<file path="config.mk">
export PLATFORM = sky130hd
export DESIGN_NAME = ifetch_controller
export DESIGN_NICKNAME = d
export VERILOG_FILES = /design/src/rtl/ifetch_controller.sv
export SDC_FILE = /design/constraint.sdc
export NUM_CORES = 1
export LEC_CHECK = 0
export CAP_MARGIN = 25
export CELL_PAD_IN_SITES_DETAIL_PLACEMENT = 1
export CELL_PAD_IN_SITES_GLOBAL_PLACEMENT = 1
export CORE_UTILIZATION = 30
export CTS_CLUSTER_SIZE = 20
export DETAILED_ROUTE_END_ITERATION = 12
export PLACE_DENSITY_LB_ADDON = 0.1
export REMOVE_ABC_BUFFERS = 1
export SLEW_MARGIN = 20
export SYNTH_ARGS = -nofsm -noshare
export SYNTH_HDL_FRONTEND = slang
export SYNTH_SLANG_ARGS = --single-unit
</file>
<file path="constraint.sdc">
create_clock -name clk -period 1.95 [get_ports clk]
set_clock_uncertainty 0.15 [all_clocks]
set_input_delay 0.39 -clock clk [delete_from_list [all_inputs] [get_ports clk]]
set_output_delay 0.39 -clock clk [all_outputs]
set_load 0.02 [all_outputs]
</file>
<file path="src/rtl/ifetch_controller.sv">
// Instruction fetch sequencer: owns PCF and a one-entry instruction buffer, handshakes a variable-latency imem.
// One request outstanding; a redirect during an in-flight request drops that request's response.
module ifetch_controller #(
    parameter int unsigned     XLEN      = 32,
    parameter logic [XLEN-1:0] RESET_PC  = 32'h00000000,
    parameter logic [XLEN-1:0] NOP_INSTR = 32'h00000013
) (
    input  logic            clk,
    input  logic            rst,
    input  logic            PCSrcE,
    input  logic [XLEN-1:0] PCTargetE,
    input  logic            StallD,
    input  logic            imem_ack,
    input  logic [XLEN-1:0] imem_rdata,
    output logic            imem_req,
    output logic [XLEN-1:0] imem_addr,
    output logic [XLEN-1:0] PCF,
    output logic [XLEN-1:0] InstrF,
    output logic            InstrValidF,
    output logic            StallF
);

    typedef enum logic [1:0] {
        IDLE    = 2'd0,
        REQ     = 2'd1,
        HOLD    = 2'd2,
        DISCARD = 2'd3
    } state_t;

    state_t          state;
    state_t          state_nxt;
    logic [XLEN-1:0] pc_q;
    logic [XLEN-1:0] instr_q;
    logic            instr_vld_q;
    logic [XLEN-1:0] pend_target;
    logic [XLEN-1:0] target_al;

    assign target_al = {PCTargetE[XLEN-1:2], PCTargetE[1:0] & 2'b00};

    always_ff @(posedge clk) begin
        if (rst) begin
            state <= IDLE;
        end else begin
            state <= state_nxt;
        end
    end

    always_comb begin
        state_nxt = state;
        case (state)
            IDLE: state_nxt = REQ;
            REQ: begin
                if (imem_ack && !PCSrcE) begin
                    state_nxt = HOLD;
                end else if (!imem_ack && PCSrcE) begin
                    state_nxt = DISCARD;
                end
            end
            DISCARD: begin
                if (imem_ack) begin
                    state_nxt = REQ;
                end
            end
            HOLD: begin
                if (PCSrcE || !StallD) begin
                    state_nxt = REQ;
                end
            end
            default: state_nxt = IDLE;
        endcase
    end

    always_comb begin
        imem_req = (state == REQ) || (state == DISCARD);
    end

    // PCF is never changed while a handshake is open, so it is also the in-flight address in DISCARD.
    always_ff @(posedge clk) begin
        if (rst) begin
            pc_q        <= RESET_PC;
            instr_q     <= NOP_INSTR;
            instr_vld_q <= 1'b0;
            pend_target <= '0;
        end else begin
            case (state)
                IDLE: begin
                    if (PCSrcE) begin
                        pc_q <= target_al;
                    end
                end
                REQ: begin
                    if (imem_ack && PCSrcE) begin
                        pc_q <= target_al;
                    end else if (imem_ack) begin
                        instr_q     <= imem_rdata;
                        instr_vld_q <= 1'b1;
                    end else if (PCSrcE) begin
                        pend_target <= target_al;
                    end
                end
                DISCARD: begin
                    if (PCSrcE) begin
                        pend_target <= target_al;
                    end
                    if (imem_ack) begin
                        pc_q <= PCSrcE ? target_al : pend_target;
                    end
                end
                HOLD: begin
                    if (PCSrcE) begin
                        pc_q        <= target_al;
                        instr_q     <= NOP_INSTR;
                        instr_vld_q <= 1'b0;
                    end else if (!StallD) begin
                        pc_q        <= pc_q + XLEN'(4);
                        instr_q     <= NOP_INSTR;
                        instr_vld_q <= 1'b0;
                    end
                end
                default: ;
            endcase
        end
    end

    assign imem_addr   = pc_q;
    assign PCF         = pc_q;
    assign InstrF      = instr_q;
    assign InstrValidF = instr_vld_q;
    assign StallF      = ~instr_vld_q;

endmodule
</file>
==> impl_metrics.env <==
export IMPL_status="finished clean"
export IMPL_antenna_cells=0
export IMPL_cts_made_buffers=9
export IMPL_hold_path_class="primary input to register"
export IMPL_post_route_period_util=0.980
export IMPL_clk_latency_ns=0.36
export IMPL_setup_viol=0
export IMPL_totalWireLength_mm=19.3
export IMPL_max_freq_mhz=523
export IMPL_start_util=0.307
export IMPL_finalWorstSetupSlack_ns=0.0397
export IMPL_hpwl_mm=14.1
export IMPL_ant_nets=0
export IMPL_syn2layout_area_growth_pct=52.6
export IMPL_nFillCells=1941
export IMPL_synth_most_common_cell="dfxtp_1"
export IMPL_reg2reg_depth=6
export IMPL_cp_max_fo=12
export IMPL_ioPinCount=168
export IMPL_nNetsFinal=902
export IMPL_viasPerCell=5.35
export IMPL_ys_ff_latch=99
export IMPL_ys_flop_type="dfxtp_1"
export IMPL_ir_drop_mv=0.468
export IMPL_regToRegStartpoint="state[1]$_SDFFE_PP0P_"
export IMPL_yosys_warnings=0
export IMPL_yosysUniqueCellTypes=63
export IMPL_htree_levels=3
export IMPL_grt_overflow_total=0
export IMPL_dieWidth_um=133
export IMPL_dr_pass1_iters=4
export IMPL_die_h_um=133
export IMPL_critPathLaunchType="primary input"
export IMPL_hold_violations=0
export IMPL_post_route_drc_count=0
export IMPL_cts_tree="built"
export IMPL_cts_sinks=99
export IMPL_cts_reportedPaths_clkPinSlew_ns=0.08
export IMPL_ctsHoldBuffers=0
export IMPL_dieArea_sq_mm=0.0176
export IMPL_synth_top_area_frac=0.387
export IMPL_synth_edff_count=0
export IMPL_drv_slew=0
export IMPL_gp_congestion=0.816
export IMPL_worst_pin_slew_ns=0.391
export IMPL_relSlewSlack=0.739
export IMPL_reg2reg_to="PCF[9]$_SDFFE_PP0P_"
export IMPL_crit_required_ns=2.06
export IMPL_tns_ns=0
export IMPL_cts_buffer_depth=2
export IMPL_min_path_cells=2
export IMPL_hold_start="rst"
export IMPL_grt_pass1_vias=5972
export IMPL_end_kind="register"
export IMPL_p_leak_nw=3.26
export IMPL_initialDrtViolationCount=210
export IMPL_vias=5645
export IMPL_rows=47
export IMPL_yosysTopAreaCell="dfxtp_1"
export IMPL_portBuffers=165
export IMPL_hold_path_end="pend_target[29]$_SDFFE_PP0P_"
export IMPL_cts_root_buf="clkbuf_16"
export IMPL_track_usage=0.220
export IMPL_r2r_slack_ns=0.07
export IMPL_synthCells=643
export IMPL_synthTopCellsByArea="dfxtp_1, nand2_1, a21oi_1"
export IMPL_grt_antenna_before_repair=0
export IMPL_grt_start_max_net_pins=46
export IMPL_powerDensity_mw_per_mm2=723
export IMPL_core_area_sq_mm=0.0166
export IMPL_ys_top_cells_by_count="dfxtp_1, nand2_1, a21oi_1"
export IMPL_maxCapViolCount=0
export IMPL_syn_area_sq_mm=0.00512
export IMPL_post_place_ws_ns=-0.703
export IMPL_grt_pass1_wl_mm=31.1
export IMPL_arrival_ns=2.02
export IMPL_synth_area_per_cell_sq_um=7.96
export IMPL_final_core_util=0.469
export IMPL_drive_above_1_share=0.184
export IMPL_rsz0062_at_grt="yes"
export IMPL_wire_per_inst_um=18.3
export IMPL_ys_seq_area_frac=0.387
export IMPL_fin_crit_ns=1.91
export IMPL_crit_type="primary input to register"
export IMPL_synth_async_sr_flop_share=0
## worst max-delay path: stages
cell,delay [ns]
clkdlybuf4s15_1,0.23
ha_2,0.22
and3b_2,0.23
a311o_1,0.34
buf_6,0.17
o21ai_1,0.10
a221oi_1,0.11
a211oi_1,0.23
## power by group
group          internal [mW]  total [mW]  switching, mW
registers               2.15        2.26          0.114
clock network           1.05        1.91          0.867
logic                  0.687        1.48          0.790
## placed cells by master, fill, tap and decap left out, types with 3 or more instances in the layout
cell type / synthesis / final
a211oi_1: 9 / 9
a21oi_1: 61 / 60
a221oi_1: 9 / 9
a22o_1: 7 / 7
a22oi_1: 32 / 32
a311o_1: 4 / 4
a41oi_1: 3 / 3
and3_1: 11 / 11
and4b_1: 3 / 3
buf_12: 0 / 9
buf_4: 33 / 86
clkbuf_16: 0 / 9
clkdlybuf4s50_1: 0 / 99
dfxtp_1: 99 / 91
dfxtp_2: 0 / 7
dlygate4sd2_1: 0 / 55
dlymetal6s2s_1: 0 / 8
inv_1: 14 / 14
inv_6: 0 / 3
mux2i_1: 3 / 3
nand2_1: 96 / 95
nand2b_1: 11 / 9
nand3_1: 19 / 17
nand4_1: 13 / 13
nor2_1: 56 / 55
nor2b_1: 7 / 4
nor2b_2: 0 / 3
nor3_1: 9 / 8
nor3b_1: 3 / 3
o2111ai_1: 3 / 3
o211ai_1: 6 / 6
o21a_1: 3 / 3
o21ai_0: 10 / 9
o21ai_1: 3 / 4
o22ai_1: 4 / 4
o31a_1: 3 / 3
o32ai_1: 8 / 8
xor2_1: 5 / 5
## metrics by stage
step	instance area (sq um)	cells	power (mW)	hold WS (ns)
final	7810	1055	5.65	0.287
after global routing	7810	1055	5.90	0.304
after CTS	7670	1054	5.67	0.255
after detailed placement	7390	1037	3.82	0.297
after global placement	7390	1037	3.78	0.290
after floorplan	4650	558	2.91	0.275
## final cells by class
cell class,instances,area (sq um),share of cell area
multi-input combinational,444,2730,0.350
timing repair buffer,261,2440,0.313
sequential,99,1990,0.255
tap,220,275,0.0353
clock buffer,10,239,0.0306
clock inverter,6,71.3,0.00913
inverter,15,56.3,0.00721
## logic make-up (layout without fill, tap and decap cells)
group                    count (synthesis)  count (layout)  share of synthesized area
AO/OA/AOI/OAI                          185             185                      0.253
XOR/XNOR                                 6               6                     0.0103
adder cells (fa/ha/maj)                  3               3                    0.00734
buffers and inverters                  100             292                      0.102
flip-flops                              99              99                      0.387
multiplexers                             3               3                    0.00587
AND/OR/NAND/NOR                        247             247                      0.234
## sequential cells by signal (all words and copies together), names as in the netlist
register     cells
InstrValidF      1
state            2
PCF             32
pend_target     32
InstrF          32
## timing repair
action / CTS / global route
resized for setup: 67 / 37
pin swaps: 2 / 5
setup buffers: 1 / 1
setup endpoints to repair: 142 / 28
## worst max-delay path by stage
| stage | cells after the start | end | slack [ns] | start |
|---|---|---|---|---|
| 2_1_floorplan | 4 | InstrF[10]$_SDFFE_PP0P_ | -1.11 | state[0]$_SDFFE_PP0P_ |
| 3_3_place_gp | 8 | PCF[9]$_SDFFE_PP0P_ | -0.55 | PCSrcE |
| 3_5_place_dp | 8 | PCF[9]$_SDFFE_PP0P_ | -0.70 | PCSrcE |
| 4_1_cts | 1 | PCF[31] | 0.001 | PCF[31]$_SDFFE_PP0P_ |
| 5_1_grt | 9 | PCF[14]$_SDFFE_PP0P_ | -0.03 | PCSrcE |
| 6_report | 8 | PCF[9]$_SDFFE_PP0P_ | 0.04 | imem_ack |
## per-layer routing
layer,part of all wire,up-vias,GRT usage
met5,0,-,0
met1,0.43,2771,0.268
met4,0.021,0,0.0792
met3,0.059,30,0.0479
li1,-,2664,-
met2,0.49,180,0.380
Power figures use the tool's default switching activity.
